## config.mk

```make
export PLATFORM = sky130hd
export DESIGN_NAME = cla_pipe_adder
export DESIGN_NICKNAME = d
export VERILOG_FILES = /design/src/rtl/cla_pipe_adder.sv
export SDC_FILE = /design/constraint.sdc
export NUM_CORES = 1
export LEC_CHECK = 0
export BUFFER_PORTS_ARGS = -buffer_cell sky130_fd_sc_hd__buf_2
export CORE_ASPECT_RATIO = 0.8
export CORE_UTILIZATION = 54
export DETAILED_ROUTE_END_ITERATION = 10
export PLACE_DENSITY = 0.86
export SETUP_SLACK_MARGIN = 0.1
export SLEW_MARGIN = 25
export SYNTH_ARGS = -nofsm -noshare
export SYNTH_HDL_FRONTEND = slang
export SYNTH_SLANG_ARGS = --single-unit
```

## constraint.sdc

```tcl
create_clock -name clk -period 6 [get_ports clk]
set_input_delay 0.6 -clock clk [delete_from_list [all_inputs] [get_ports clk]]
set_output_delay 0.6 -clock clk [all_outputs]
set_load 0.1 [all_outputs]
```

## src/rtl/cla_pipe_adder.sv

```systemverilog
// Pipelined carry-lookahead adder/subtractor. WIDTH bits are split into STAGES
// register-separated slices; each slice is a chain of GROUP-bit lookahead groups.
module cla_pipe_adder #(
  parameter int WIDTH  = 32,
  parameter int GROUP  = 4,
  parameter int STAGES = 2
) (
  input  logic             clk,
  input  logic             rst,
  input  logic             in_valid,
  output logic             in_ready,
  input  logic [WIDTH-1:0] in_a,
  input  logic [WIDTH-1:0] in_b,
  input  logic             in_cin,
  input  logic             in_sub,
  output logic             out_valid,
  input  logic             out_ready,
  output logic [WIDTH-1:0] out_sum,
  output logic             out_cout,
  output logic             out_ovf
);

  localparam int C = WIDTH / STAGES;

  if (STAGES < 1 || STAGES > WIDTH / GROUP || (WIDTH % (GROUP * STAGES)) != 0) begin : g_paramCheck
    $error("cla_pipe_adder: WIDTH must be a multiple of GROUP*STAGES and 1 <= STAGES <= WIDTH/GROUP");
  end

  logic             r_outValid;
  logic [WIDTH-1:0] r_outSum;
  logic             r_outCout;
  logic             r_outOvf;
  logic             w_adv;

  // One slice: carries are flattened inside each group, then ripple group to group.
  // Returns {carry out of the slice, slice sum}.
  function automatic logic [C:0] sliceAdd(input logic [C-1:0] a,
                                          input logic [C-1:0] bp,
                                          input logic         cin);
    logic [C-1:0] p;
    logic [C-1:0] g;
    logic [C:0]   c;
    logic         term;
    logic         prod;
    p    = a ^ bp;
    g    = a & bp;
    c    = '0;
    c[0] = cin;
    for (int grp = 0; grp < C / GROUP; grp++) begin
      for (int j = 0; j < GROUP; j++) begin
        term = c[grp*GROUP];
        for (int m = 0; m <= j; m++) term = term & p[grp*GROUP+m];
        for (int m = 0; m <= j; m++) begin
          prod = g[grp*GROUP+m];
          for (int n = m + 1; n <= j; n++) prod = prod & p[grp*GROUP+n];
          term = term | prod;
        end
        c[grp*GROUP+j+1] = term;
      end
    end
    return {c[C], p ^ c[C-1:0]};
  endfunction

  assign w_adv     = ~r_outValid | out_ready;
  assign in_ready  = w_adv & ~rst;
  assign out_valid = r_outValid;
  assign out_sum   = r_outSum;
  assign out_cout  = r_outCout;
  assign out_ovf   = r_outOvf;

  for (genvar k = 0; k < STAGES; k++) begin : g_stage
    localparam int INW = WIDTH - k * C;

    logic [INW-1:0]     w_a;
    logic [INW-1:0]     w_bp;
    logic               w_cin;
    logic               w_vIn;
    logic [C:0]         w_res;
    logic [(k+1)*C-1:0] w_sum;

    // b is inverted once on entry so later stages never need in_sub.
    if (k == 0) begin : g_src
      assign w_a   = in_a;
      assign w_bp  = in_sub ? ~in_b : in_b;
      assign w_cin = in_sub | in_cin;
      assign w_vIn = in_valid;
      assign w_sum = w_res[C-1:0];
    end else begin : g_src
      assign w_a   = g_stage[k-1].g_pipe.r_a;
      assign w_bp  = g_stage[k-1].g_pipe.r_bp;
      assign w_cin = g_stage[k-1].g_pipe.r_carry;
      assign w_vIn = g_stage[k-1].g_pipe.r_valid;
      assign w_sum = {w_res[C-1:0], g_stage[k-1].g_pipe.r_sum};
    end

    assign w_res = sliceAdd(w_a[C-1:0], w_bp[C-1:0], w_cin);

    if (k < STAGES - 1) begin : g_pipe
      logic               r_valid;
      logic               r_carry;
      logic [INW-C-1:0]   r_a;
      logic [INW-C-1:0]   r_bp;
      logic [(k+1)*C-1:0] r_sum;

      // Interior stage: whole pipe advances together, bubbles included.
      always_ff @(posedge clk) begin
        if (rst) begin
          r_valid <= 1'b0;
        end else if (w_adv) begin
          r_valid <= w_vIn;
          r_carry <= w_res[C];
          r_a     <= w_a[INW-1:C];
          r_bp    <= w_bp[INW-1:C];
          r_sum   <= w_sum;
        end
      end
    end else begin : g_out
      // Output data only loads on a valid beat so it holds across bubbles.
      // Carry into the MSB is recovered as sum ^ a ^ b' at that bit.
      always_ff @(posedge clk) begin
        if (rst) begin
          r_outValid <= 1'b0;
          r_outSum   <= '0;
          r_outCout  <= 1'b0;
          r_outOvf   <= 1'b0;
        end else if (w_adv) begin
          r_outValid <= w_vIn;
          if (w_vIn) begin
            r_outSum  <= w_sum;
            r_outCout <= w_res[C];
            r_outOvf  <= w_res[C] ^ (w_res[C-1] ^ w_a[C-1] ^ w_bp[C-1]);
          end
        end
      end
    end
  end

endmodule

```

### Word-level counts from Yosys, hierarchy flattened

Cells that the tools add are included.

| operators by class | value |
|---|---|
| reductions and logical operators | 2 |
| mux-type cells | 1 |
| bitwise gates (word level) | 175 |

Operators with widths:

| operator | number |
|---|---|
| $or 1x1->1 | 82 |
| $and 1x1->1 | 81 |
| $xor 16x16->16 | 4 |
| $and 16x16->16 | 2 |
| $mux 32 | 1 |
| $not 32->32 | 1 |
| $reduce_and 2->1 | 2 |
| $xor 1x1->1 | 3 |
| $not 1->1 | 2 |

| word-level totals | value |
|---|---|
| input port bits | 70 |
| word-level logic and storage cells | 187 |
| output and inout port bits | 36 |
| register bits after elaboration | 85 |

### Depth between registers and ports, before layout

Gate-level depths: netlist of the first run.

| logic depth | value |
|---|---|
| depth in word-level cells | 35 |
| gate-level depth with buffers | 24 |
| gate-level depth less buffers | 22 |

### Worst setup path after synthesis of the first run

No wires, ideal clock.

| timing | value |
|---|---|
| kind | input to register |
| from | input in_sub |
| to | register g_stage[0].g_pipe.r_carry (data pin) |
| cell stages on the path | 24 |
| setup time | 0.257 ns |
| data required time | 5.743 ns |
| slack | 0.723 ns |
| arrival | 5.020 ns |
| path buffers | 2 |
| cells stage by stage | clkbuf_1 > buf_2 > xor2_1 > ha_1 > ha_1 > o21a_1 > o21a_1 > o21a_1 > or2_1 > ha_1 > o21a_1 > o21a_1 > o21a_1 > or2_1 > ha_1 > o21a_1 > o21a_1 > o21a_1 > or2_1 > ha_1 > o21a_1 > o21a_1 > o21ai_0 > nand2b_1 |

| between the ends | value |
|---|---|
| longest elaborated chain between the ends | 34 |
| elaborated cells between the ends (all ways) | 60 |
| those cells by class | 1 x mux; 59 x bitwise |

RTL lines:

| item | line | text |
|---|---|---|
| start: declaration | 15 | `input logic in_sub,` |
| $mux 32 | 84 | `assign w_bp = in_sub ? ~in_b : in_b;` |
| $xor 16x16->16 | 45 | `p = a ^ bp;` |
| $and 1x1->1 (4 in a row) | 52 | `for (int m = 0; m <= j; m++) term = term & p[grp*GROUP+m];` |
| $or 1x1->1 (4 in a row) | 56 | `term = term \| prod;` |
| $and 1x1->1 (4 in a row) | 52 |  |
| $or 1x1->1 (4 in a row) | 56 |  |
| $and 1x1->1 (4 in a row) | 52 |  |
| $or 1x1->1 (4 in a row) | 56 |  |
| $and 1x1->1 (4 in a row) | 52 |  |
| $or 1x1->1 (3 in a row) | 56 |  |
| $or 1x1->1 * | 56 |  |
| via g_stage[0].w_res[16] | 78 | `logic [C:0] w_res;` |
| end signal: assignment | 111 | `r_carry <= w_res[C];` |
| end: declaration | 100 | `logic r_carry;` |

Mark *: on every way through the listed nets, which the timed path passes. The rest lies on a longest branch.
A chain may end at the register's enable or synchronous reset.

### Final worst setup path of the first run

Ends and elaborated chain as after synthesis.

==> run summary, run 1 <==
The flow ran to the end, and the final reports show no timing, DRC or antenna violations. In the final layout, the share of cells above drive strength 1 is 26.2%. The post-CTS setup buffer count was 0; the total via count after detailed routing was 3033.

In the synthesized netlist the dominant register cell turns out to be sky130_fd_sc_hd__edfxtp_1. Die area: 8340 µm². In this run the cell area of the synthesized design comes to 4310 µm².

The tree is rooted in a sky130_fd_sc_hd__clkbuf_8. TritonCTS built the clock tree. Before CTS, the worst setup slack after placement is 0.783 ns. During placement, the flow inserted port buffers numbering 105. For the maximum level of the CTS H-tree, the log shows 3. The run gives 2 as the maximum count of clock buffers along a single path. Yosys mapped a number of flops with a built-in enable equal to 49. The tightest min-delay check is of the primary input to flip-flop type. For this run, the post-layout net count is 606.

The die is 81.9 µm tall. The commonest cells after synthesis are sky130_fd_sc_hd__edfxtp_1 (49), sky130_fd_sc_hd__nand2_1 (46), sky130_fd_sc_hd__ha_1 (40). After detailed routing, the average wire length per cell comes to 13.7 µm.

The initial antenna violation count was 0. The first-pass GRT wire length is 13100 µm. The sum of routed wire length over all layers came out at 8180 µm. The total internal power was 994 µW; the synthesized area per cell was 11.2 µm². Summed over all nets, the switching power comes to 481 µW.

The actual slew at the worst max-slew pin works out to 0.825 ns. The initial utilization of the core area, before any placement, comes to 56.9%. STA classifies the critical path startpoint as a primary input.

Global routing consumed, over all layers together, 21.2% of the routing resources. The first routing iteration left 122 violations. In this run the power density over the cells is 288 nW/µm².

Per report_power, the clock group accounts for 25.2% of the total. The analysis attributes to cell leakage a power of 0.00230 µW. For this run, the detailed router's first-pass iteration total came to 4. Dividing the detail-routed via count by the number of cells gives 5.07.

The final critical-path required period came out at 4.87 ns. For this design, the sink count on the clock tree is 85. During I/O placement, the number of pins put on the boundary was 106. On the final layout, the worst clock skew is 0.0111 ns. The logs give 0 for the DRC violations left and 205 MHz for the fmax. The part of the total power dissipated in sequential elements is 47.8%. The antenna diode count was 0. The run gives 587 as the number of fill cells.

The tools report the via count of the first global-routing pass as 2866. The Yosys step of the flow raised 0 warnings. Biggest area consumer among synthesized cells: sky130_fd_sc_hd__edfxtp_1. Across all setup checks in the final design, the least slack found is 1.13 ns. For the number of buffers inserted during clock tree synthesis, the log shows 9. Sequential cells were found to cover 50.9% of the synthesized design area.

The worst setup path is of the primary input to flip-flop kind. The tools report the site row count as 28. Count of final max-slew check failures: 0.

For the final hold violation count, the log shows 0. The number of violations of the max-capacitance limit came out at 0. The residual overflow from global routing was 0; the clock latency on the worst-skew pair was 0.36 ns. Clock-pin slew was measured on the worst setup and hold paths at 0.08 ns.

The combinational cell fraction of total power is 27.0%, and the sum of negative setup slack is 0 ns. The proportion of total power due to net switching works out to 32.6%. The post-detailed-route count of antenna-violating nets was 0. The layout overhead on the synthesized area was 18.8%. Die boundary width: 102 µm. The type of destination of the critical path is a flip-flop. At the end of routability-driven placement, the weighted congestion stood at 0.828. The core box area is 7570 µm². Setup repair after global routing left no endpoint under its margin.

Counting flops and latches in the post-synthesis netlist gives 85. The maximum fanout along the worst path was 17. For the arrival time at the worst endpoint, the log shows 4.98 ns. The logs give 383 for the number of standard cells after synthesis and 0 for the cts-stage hold buffer count. In this run the biggest area consumer among cell types represents 34.2% of the synthesized area. Across the VDD grid, the largest voltage drop is 0.184 mV.

After synthesis, the cell types taking the most area are sky130_fd_sc_hd__edfxtp_1 (34%), sky130_fd_sc_hd__dfxtp_1 (17%), sky130_fd_sc_hd__ha_1 (12%). Entering global routing, the biggest net connects 50 pins. By instance count, the leading cell after synthesis is sky130_fd_sc_hd__edfxtp_1.

The tools report the count of final setup violators as 0. Counting every net in the synthesized netlist gives 501. Synthesis instantiated 38 different standard cells from the library. The worst-case headroom to the max-slew limit is 45.0%, and the share of flip-flops with an asynchronous set or reset is 0%.

For the required time of the critical path, the log shows 6.11 ns. Detailed placement finished with a half-perimeter wire length of 5890 µm. The count of instances resized after the clock tree is built is 0, and the final worst-path cycle share is 81.1%.
## layout make-up
| class | count | area (µm²) | area share (%) |
|---|---|---|---|
| clock inverters | 1 | 5.00 | 0.0978 |
| well taps | 105 | 131 | 2.57 |
| inverters | 16 | 60.1 | 1.17 |
| clock buffers | 15 | 176 | 3.45 |
| multi-input cells | 266 | 1990 | 38.9 |
| flip-flops and latches | 85 | 2190 | 42.8 |
| repair buffers | 110 | 563 | 11.0 |
## logic make-up (layout without fill, tap and decap cells)
family,count (synthesis),in the layout,share of synthesized area [%]
and+or+nand+nor,111,111,12.4
DFF,85,85,50.9
AOI/OAI and AO/OA,64,64,9.45
adders and majority gates,48,48,15.3
xor gates and xnor gates,42,42,8.54
buffers and inverters,32,142,3.14
muxes,1,1,0.232
## per-layer routing
layer | vias up | track usage [%] | part of all wire (%)
li1 | 1528 | - | -
met2 | 99 | 34.8 | 46
met4 | 0 | 6.86 | 0.75
met1 | 1401 | 26.0 | 46
met5 | - | 0 | 0
met3 | 5 | 7.91 | 7.5
## flip-flops by register name (all words and copies together), names as in the netlist
name	flops
out_sum	32
g_stage.g_pipe.r_a	16
g_stage.g_pipe.r_sum	16
g_stage.g_pipe.r_carry	1
g_stage.g_pipe.r_bp	16
out_ovf	1
g_stage.g_pipe.r_valid	1
out_valid	1
out_cout	1
## worst max-delay path, stage by stage
cell	delay, ns
sky130_fd_sc_hd__buf_2	0.12
sky130_fd_sc_hd__buf_4	0.21
sky130_fd_sc_hd__or2_2	0.33
sky130_fd_sc_hd__ha_1	0.19
sky130_fd_sc_hd__o21a_1	0.20
sky130_fd_sc_hd__o21a_1	0.20
sky130_fd_sc_hd__o21a_1	0.20
sky130_fd_sc_hd__or2_1	0.22
sky130_fd_sc_hd__ha_1	0.18
sky130_fd_sc_hd__o21a_1	0.19
sky130_fd_sc_hd__o21a_1	0.19
sky130_fd_sc_hd__o21a_1	0.19
sky130_fd_sc_hd__or2_1	0.22
sky130_fd_sc_hd__ha_1	0.18
sky130_fd_sc_hd__o21a_1	0.19
sky130_fd_sc_hd__o21a_1	0.19
sky130_fd_sc_hd__o21a_1	0.19
sky130_fd_sc_hd__or2_1	0.21
sky130_fd_sc_hd__ha_1	0.18
sky130_fd_sc_hd__o21a_1	0.19
sky130_fd_sc_hd__o21a_1	0.19
sky130_fd_sc_hd__o21ai_0	0.15
sky130_fd_sc_hd__nand2b_1	0.06
## cell usage in the layout (no fill, tap or decap), types with 12 or more instances in the layout
| cell | netlist | final |
|---|---|---|
| sky130_fd_sc_hd__nor3_1 | 15 | 15 |
| sky130_fd_sc_hd__edfxtp_1 | 49 | 49 |
| sky130_fd_sc_hd__nand2_1 | 46 | 46 |
| sky130_fd_sc_hd__inv_1 | 16 | 16 |
| sky130_fd_sc_hd__dfxtp_1 | 36 | 36 |
| sky130_fd_sc_hd__ha_1 | 40 | 40 |
| sky130_fd_sc_hd__buf_2 | 6 | 105 |
| sky130_fd_sc_hd__nor2_1 | 21 | 20 |
| sky130_fd_sc_hd__a21oi_1 | 27 | 27 |
| sky130_fd_sc_hd__xor2_1 | 33 | 33 |
| sky130_fd_sc_hd__o21a_1 | 15 | 15 |
| sky130_fd_sc_hd__clkbuf_8 | 0 | 12 |
## worst paths after layout
check | start | to | slack [ns] | cells past startpoint
setup / recovery | in_sub | g_stage[0].g_pipe.r_carry$_DFFE_PP_ | 1.13 | 23
hold / removal | in_a[22] | g_stage[0].g_pipe.r_a[6]$_DFFE_PP_ | 0.40 | 1
setup reg to reg | g_stage[0].g_pipe.r_a[0]$_DFFE_PP_ | out_ovf$_SDFFE_PP0P_ | 1.28 | 21
hold reg to reg | out_sum[20]$_SDFFE_PP0P_ | out_sum[20]$_SDFFE_PP0P_ | 0.46 | 2
## power groups by stage
stage | combinational [µW] | sequential (µW) | clock, µW
floorplan | 185 | 844 | 0
global placement | 385 | 716 | 0
detailed placement | 398 | 718 | 0
CTS | 401 | 706 | 382
global route | 435 | 710 | 410
finish | 399 | 705 | 371
## metrics by stage
step	hold WS [ns]	power (µW)	utilization, %	instance area, µm²	cells
5_1_grt	0.381	1560	67.6	5120	598
6_report	0.404	1480	67.6	5120	598
4_1_cts	0.388	1490	67.6	5120	598
2_1_floorplan	0.471	1030	-	4310	383
3_5_place_dp	0.445	1120	65.2	4930	582
3_3_place_gp	0.439	1100	65.2	4930	582
Power figures use the tool's default switching activity.
==> run 2, diff against run 1 <==
--- a/config.mk
+++ b/config.mk
@@ -7,9 +7,9 @@
 export LEC_CHECK = 0
 export BUFFER_PORTS_ARGS = -buffer_cell sky130_fd_sc_hd__buf_2
 export CORE_ASPECT_RATIO = 0.8
-export CORE_UTILIZATION = 54
+export CORE_UTILIZATION = 48
 export DETAILED_ROUTE_END_ITERATION = 10
-export PLACE_DENSITY = 0.86
+export PLACE_DENSITY = 0.81
 export SETUP_SLACK_MARGIN = 0.1
 export SLEW_MARGIN = 25
 export SYNTH_ARGS = -nofsm -noshare
==> constraint.sdc (replaced) <==
create_clock -name clk -period 4.3 [get_ports clk]
set_input_delay 0.43 -clock clk [delete_from_list [all_inputs] [get_ports clk]]
set_output_delay 0.43 -clock clk [all_outputs]
set_load 0.1 [all_outputs]
==> run 2 against run 1 <==
Effect of this change: the run now ends with negative setup slack left; cell count rose by 8.5%; clock power rose by 70%; sequential cell count did not move; wire length rose by 14%; via count rose by 7.6%; register-to-register slack got worse by 1.4 ns; die area rose by 12%; total power rose by 55%; final area rose by 10%.
==> run summary, run 2 (synthesis gave the netlist of run 1 again) <==
The post-route total power is 2290 µW (+55%). The worst setup path is captured at a flip-flop. The count of final setup violators is 3 (+3). TritonCTS built the clock tree. Most common library cell in the layout ignoring fill and taps: sky130_fd_sc_hd__buf_2. The via density per instance is 5.03 (-0.84%).

The half-perimeter wire length after placement is 6200 µm (+5.2%), and the antenna diode count is 0 (unchanged). Required time of the critical path: 4.41 ns (-1.70 ns). The residual overflow from global routing was 0 (unchanged).

The number of flip-flops under the largest register name works out to 32 (unchanged). Maximum level of the CTS H-tree: 3 (unchanged). The height of the chip is 86.7 µm (+5.9%), and the DRC violations left is 0 (unchanged).

Worst-case headroom to the max-slew limit: 43.1% (-1.9 points). The cell leakage power is 0.00254 µW (+10%). The run gives 9350 µm (+14%) as the sum of routed wire length over all layers. For the post-layout net count, the log shows 650 (+7.3%).

The critical path in this run is classified as primary input to flip-flop. The count of input and output buffers came out at 105 (unchanged). The layout overhead on the synthesized area works out to 31.0%.

The run gives 0 (unchanged) as the count of final max-slew check failures. The actual slew at the worst max-slew pin is 0.853 ns (+0.0280 ns). The starting utilization of the core area came out at 50.1% (-6.8 points). The count of routing violations after the opening detailed-route iteration was 171 (+40%); the total via count after detailed routing was 3264 (+7.6%). Number of buffers inserted during clock tree synthesis: 9 (unchanged).

Setup repair after global routing could not meet its margin everywhere. The cell sitting at the root of the clock tree is a sky130_fd_sc_hd__clkbuf_8. The tools report the final design utilization as 65.6% (-2.0 points). The number of cells in the finished layout apart from fillers is 649 (+8.5%). The run finished, with violations left. The number of search-and-repair iterations in the first detailed-routing pass came out at 4 (unchanged). The die area was 9350 µm² (+12%).

The count of pins on the block boundary was 106 (unchanged); the final worst-path cycle share was 103%. The tools report the number of violations of the max-capacitance limit as 0 (unchanged). For the total instance count after detailed placement, the log shows 602 (+3.4%). The maximum number of pins on one net before global-route repair came out at 50 (unchanged). For the setup clock skew after layout, the log shows 0.0117 ns (+0.000588 ns). Highest ir drop seen on vdd: 0.242 mV (+32%).

In the layout the commonest cells are sky130_fd_sc_hd__buf_2 (103), sky130_fd_sc_hd__edfxtp_1 (49), sky130_fd_sc_hd__buf_4 (48). The worst setup path is launched from a primary input. The run gives 21.1% (-0.11 points) as the total global routing track utilization. The fmax is 226 MHz, and the maximum count of clock buffers along a single path is 2 (unchanged). The final critical-path required period is 4.42 ns. First-pass GRT wire length: 14900 µm (+14%).

The clock-pin transition on the worst setup and hold timing paths is 0.09 ns (about the same). The final weighted congestion in routability-driven placement was 0.765 (-7.6%). The run gives 3175 (+11%) as the via count of the first global-routing pass. Average wire per cell in the routed design: 14.4 µm (+5.3%). The tools report the arrival time at the worst endpoint as 4.53 ns (-0.45 ns). The logs give 0.35 ns (about the same) for the clock latency on the worst-skew pair and 0 (unchanged) for the final hold violation count.

Ratio of cells with drive above 1 in the final layout: 36.7% (+11 points). The run gives 30 (+7.1%) as the site row count. The initial antenna violation count is 1 (+1), and the post-layout worst setup margin is -0.124 ns (-1.26 ns). Number of sinks handled by clock tree synthesis: 85 (unchanged).

Maximum fanout along the worst path: 3 (-14). The worst hold path class was primary input to flip-flop. Die boundary width: 108 µm (+5.9%). The checks that failed: negative setup slack.

The power per unit of standard cell area is 406 nW/µm² (+41%), and the post-detailed-route count of antenna-violating nets is 0 (unchanged). Core box area: 8600 µm² (+14%).
run 2: area by class of cell:
| type | count | area (µm²) |
|---|---|---|
| Inverter | 16 | 60.1 |
| Tap cell | 112 | 140 |
| Multi-Input combinational cell | 266 | 2110 |
| Clock inverter | 5 | 83.8 |
| Clock buffer | 11 | 141 |
| Timing Repair Buffer | 154 | 917 |
| Fill cell | 630 | 2960 |
| Sequential cell | 85 | 2190 |
run 2: what timing repair did:
| action | 4_1_cts | 5_1_grt |
|---|---|---|
| buffers inserted | 30 | 7 |
| endpoints found under the setup margin | 6 | 12 |
| gates resized for setup | 12 | 16 |
| hold buffers | 0 | 0 |
| cloned | 0 | 0 |
| pin swaps | 22 | 21 |
run 2: worst paths after layout:
path | to | start | depth (start not counted) | slack, ns
max reg2reg | out_ovf$_SDFFE_PP0P_ | g_stage[0].g_pipe.r_a[0]$_DFFE_PP_ | 21 | -0.08
min reg2reg | out_sum[12]$_SDFFE_PP0P_ | out_sum[12]$_SDFFE_PP0P_ | 2 | 0.45
min | g_stage[0].g_pipe.r_a[8]$_DFFE_PP_ | in_a[24] | 1 | 0.24
max | g_stage[0].g_pipe.r_carry$_DFFE_PP_ | in_b[0] | 23 | -0.12
run 2: where the power goes:
part	leakage (µW)	total, µW	switching [µW]	internal, µW
sequential	0.000771	983	30.0	953
clock	0.000106	629	285	344
combinational	0.00166	678	417	260
run 2: worst max-delay path, cell delays in order:
cell                       delay, ns
sky130_fd_sc_hd__buf_8          0.10
sky130_fd_sc_hd__xor2_4         0.19
sky130_fd_sc_hd__ha_4           0.23
sky130_fd_sc_hd__ha_4           0.15
sky130_fd_sc_hd__o21a_1         0.19
sky130_fd_sc_hd__o21a_1         0.18
sky130_fd_sc_hd__o21a_1         0.18
sky130_fd_sc_hd__or2_1          0.22
sky130_fd_sc_hd__ha_2           0.17
sky130_fd_sc_hd__o21a_1         0.19
sky130_fd_sc_hd__o21a_1         0.18
sky130_fd_sc_hd__o21a_1         0.18
sky130_fd_sc_hd__or2_1          0.22
sky130_fd_sc_hd__ha_2           0.17
sky130_fd_sc_hd__o21a_1         0.19
sky130_fd_sc_hd__o21a_1         0.19
sky130_fd_sc_hd__o21a_1         0.18
sky130_fd_sc_hd__or2_1          0.22
sky130_fd_sc_hd__ha_2           0.17
sky130_fd_sc_hd__o21a_1         0.19
sky130_fd_sc_hd__o21a_1         0.22
sky130_fd_sc_hd__o21ai_2        0.13
sky130_fd_sc_hd__nand2b_1       0.07
run 2: per-stage QoR:
step                setup WS [ns]  instance area, µm²  TNS, ns  hold WS (ns)
global placement           -0.432                5050    -1.27         0.438
finish                     -0.124                5640   -0.283         0.244
global route               -0.360                5640    -1.61         0.226
floorplan                  -0.520                4350    -1.42         0.471
detailed placement         -0.642                5050    -2.28         0.444
CTS                        -0.160                5550   -0.311         0.232
run 2: per-layer routing:
metal	vias to the layer above	part of all wire (%)	GRT usage (%)
met3	16	8.8	6.99
met5	-	0.13	0
met1	1511	42	24.8
met2	120	48	36.9
li1	1615	-	-
met4	2	1.0	5.85
==> run 3, diff against run 2 <==
--- a/config.mk
+++ b/config.mk
@@ -9,7 +9,7 @@
 export CORE_ASPECT_RATIO = 0.8
 export CORE_UTILIZATION = 48
 export DETAILED_ROUTE_END_ITERATION = 10
-export PLACE_DENSITY = 0.81
+export PLACE_DENSITY = 0.76
 export SETUP_SLACK_MARGIN = 0.1
 export SLEW_MARGIN = 25
 export SYNTH_ARGS = -nofsm -noshare
==> run 3 against run 2 <==
Effect of this change: the flow still finishes with violations (negative setup slack); utilization shrank 2.0 points; final area shrank 3.1%; global-route usage shrank 1.2 points; critical path type is now flip-flop to flip-flop; fmax shrank 0.96%; critical path depth shrank 2; clock power shrank 21%; wire length shrank 5.0%; sequential power is essentially flat.
==> run summary, run 3 (synthesis gave the netlist of run 1 again) <==
The run finished, with violations left. The final reports fail on negative setup slack. Via density per instance: 4.95 (-1.5%).

The critical register-to-register path startpoint was g_stage[0].g_pipe.r_bp[0]$_DFFE_PP_. The maximum number of pins on one net before global-route repair came out at 50 (unchanged). The final weighted congestion in routability-driven placement was 0.838 (+9.5%); the final hold violation count was 0 (unchanged).

The run gives 701 (+11%) as the number of fill cells. The total internal power is 1430 µW (-8.4%). The worst hold path begins at in_a[23]. Maximum count of clock buffers along a single path: 2 (unchanged). For the area of the multi-input gates, the log shows 2090 µm² (-0.95%). The root buffer cell is sky130_fd_sc_hd__clkbuf_8.

The combinational cell fraction of total power is 30.1% (+0.5 points). The number of sinks handled by clock tree synthesis came out at 85 (unchanged). The run gives 8880 µm (-5.0%) as the sum of routed wire length over all layers. The most used routing layer in global routing was met2. The actual slew at the worst max-slew pin is 0.843 ns (-0.0101 ns), and the clock-pin transition on the worst setup and hold timing paths is 0.08 ns (about the same). The logs give 224 MHz (-0.96%) for the fmax and 9350 µm² (unchanged) for the die area. STA classifies the critical path startpoint as a flip-flop. The tightest min-delay check is of the primary input to flip-flop type.

The setup clock skew after layout was 0.0111 ns (-0.000597 ns). The final critical-path required period works out to 4.47 ns (+0.0431 ns). The via count of the first global-routing pass came out at 3114 (-1.9%). The logs give 106 (unchanged) for the count of pins on the block boundary and 1 (unchanged) for the initial antenna violation count. The number of flip-flops under the largest register name works out to 32 (unchanged).

The final worst-path cycle share was 104% (+1.0 points). The post-layout net count is 637 (-2.0%), and the worst-case headroom to the max-slew limit is 43.8% (+0.67 points). The combined flip-flop and latch cell area was 2190 µm² (unchanged); the starting utilization of the core area was 50.1% (unchanged).

The register-to-register path setup slack is -0.17 ns (-0.09 ns), and the sum of negative setup slack is -0.512 ns (-0.229 ns). Residual overflow from global routing: 0 (unchanged). The count of input and output buffers was 105 (unchanged). For the post-layout worst setup margin, the log shows -0.167 ns (-0.0431 ns).

The number of violations of the max-capacitance limit was 0 (unchanged). The count of final max-slew check failures was 0 (unchanged). The part of the power in the clock network came out at 23.6% (-3.9 points). TritonCTS built the clock tree.

The site row count is 30 (unchanged), and the DRC violations left is 0 (unchanged). Maximum level of the CTS H-tree: 3 (unchanged). The clock latency on the worst-skew pair was 0.35 ns (about the same). For the core box area, the log shows 8600 µm² (unchanged). The tools report the number of buffers inserted during clock tree synthesis as 9 (unchanged).

The die boundary width is 108 µm (unchanged). The power per unit of standard cell area was 388 nW/µm² (-4.3%). The logs give 5 (+2) for the count of final setup violators and 0 (unchanged) for the antenna diode count. The top cell types in the final layout, fill and taps aside, are sky130_fd_sc_hd__buf_2 (103), sky130_fd_sc_hd__edfxtp_1 (49), sky130_fd_sc_hd__nand2_1 (44). The total global routing track utilization is 19.9% (-1.2 points). The ratio of cells with drive above 1 in the final layout is 35.1% (-1.6 points), and the number of cells in the finished layout apart from fillers is 636 (-2.0%). For the highest ir drop seen on vdd, the log shows 0.215 mV (-11%).

The post-detailed-route count of antenna-violating nets is 0 (unchanged), and the required time of the critical path is 4.59 ns (+0.18 ns). Most common library cell in the layout ignoring fill and taps: sky130_fd_sc_hd__buf_2. The most critical setup path has its startpoint at g_stage[0].g_pipe.r_bp[0]$_DFFE_PP_. The maximum fanout along the worst path is 3 (unchanged), and the met3 demand-to-capacity share in global routing is 7.14% (+0.15 points). The global routing usage on met2 was 33.3% (-3.7 points). The proportion of total power due to net switching was 32.8% (+0.84 points).

The average wire per cell in the routed design was 14.0 µm (-3.1%). The run gives 0.00246 µW (-3.3%) as the cell leakage power. The run gives 6110 µm (-1.4%) as the half-perimeter wire length after placement. The critical path is of the flip-flop to flip-flop type. The tools report the first-pass GRT wire length as 13900 µm (-6.6%).

The part of the total power dissipated in sequential elements is 46.4% (+3.5 points), and the height of the chip is 86.7 µm (unchanged). The run gives 79 (-54%) as the count of routing violations after the opening detailed-route iteration. The run gives 23.3% (-1.4 points) as the met1 track demand over resource in global routing. The arrival time at the worst endpoint is 4.76 ns (+0.23 ns), and the total instance count after detailed placement is 602 (unchanged). The tools report the total via count after detailed routing as 3150 (-3.5%). The number of search-and-repair iterations in the first detailed-routing pass was 4 (unchanged); the layout overhead on the synthesized area was 27.0%. The worst setup path is captured at a flip-flop. Setup repair after global routing could not meet its margin everywhere. The net switching component of the power is 697 µW (-4.9%).
==> run 3: timing repair <==
item,in CTS,in global routing
buffers inserted,6,13
gates cloned,0,0
setup endpoints to repair,7,11
pin swaps,3,25
hold buffers,0,0
resized for setup,8,19
==> run 3: path summary, 6_finish.rpt <==
check | endpoint | cells past startpoint
worst min register to register | out_sum[18]$_SDFFE_PP0P_ | 2
worst max-delay path | out_ovf$_SDFFE_PP0P_ | 21
worst min-delay path | g_stage[0].g_pipe.r_a[7]$_DFFE_PP_ | 1
worst max register to register | out_ovf$_SDFFE_PP0P_ | 21
==> run 3: power groups by stage <==
stage,sequential (µW),combinational (µW),clock [µW]
floorplan,1180,264,0
global placement,999,566,0
detailed placement,1000,583,0
CTS,985,603,519
global route,993,696,542
finish,984,638,500
==> run 3: routing by layer <==
metal | wire [µm] | part of all wire [%] | up-vias
met2 | 4310 | 49 | 85
met5 | 12 | 0.14 | -
li1 | - | - | 1597
met4 | 119 | 1.3 | 2
met3 | 579 | 6.5 | 15
met1 | 3850 | 43 | 1451
==> run 3: stage by stage <==
step / hold WS (ns) / cell area [µm²] / total power, µW / utilization [%] / setup WS (ns)
final: 0.245 / 5470 / 2120 / 63.6 / -0.167
after global routing: 0.224 / 5470 / 2230 / 63.6 / -0.470
after CTS: 0.225 / 5310 / 2110 / 61.7 / -0.0964
after detailed placement: 0.444 / 5050 / 1590 / 58.8 / -0.554
after global placement: 0.440 / 5050 / 1570 / 58.8 / -0.467
after floorplan: 0.471 / 4350 / 1440 / - / -0.520
==> run 3: critical path: stages (launching register included) <==
cell,delay [ns]
sky130_fd_sc_hd__edfxtp_1,0.40
sky130_fd_sc_hd__ha_1,0.31
sky130_fd_sc_hd__ha_2,0.17
sky130_fd_sc_hd__o21a_1,0.21
sky130_fd_sc_hd__o21ai_2,0.18
sky130_fd_sc_hd__nand2b_1,0.10
sky130_fd_sc_hd__a21o_1,0.21
sky130_fd_sc_hd__ha_2,0.18
sky130_fd_sc_hd__o21a_1,0.21
sky130_fd_sc_hd__o21ai_2,0.18
sky130_fd_sc_hd__nand2b_1,0.10
sky130_fd_sc_hd__a21o_1,0.21
sky130_fd_sc_hd__ha_2,0.17
sky130_fd_sc_hd__o21a_1,0.19
sky130_fd_sc_hd__o21ai_2,0.15
sky130_fd_sc_hd__nand2b_1,0.09
sky130_fd_sc_hd__a21o_1,0.20
sky130_fd_sc_hd__ha_2,0.20
sky130_fd_sc_hd__o211ai_4,0.19
sky130_fd_sc_hd__a21oi_2,0.09
sky130_fd_sc_hd__or4_1,0.48
sky130_fd_sc_hd__a31oi_1,0.16
==> run 3: final cells by class <==
cell class | instances | area share [%]
Tap cell | 112 | 2.56
Clock buffer | 14 | 2.98
Clock inverter | 2 | 0.183
Multi-Input combinational cell | 266 | 38.2
Inverter | 16 | 1.10
Sequential cell | 85 | 40.1
Timing Repair Buffer | 141 | 14.9
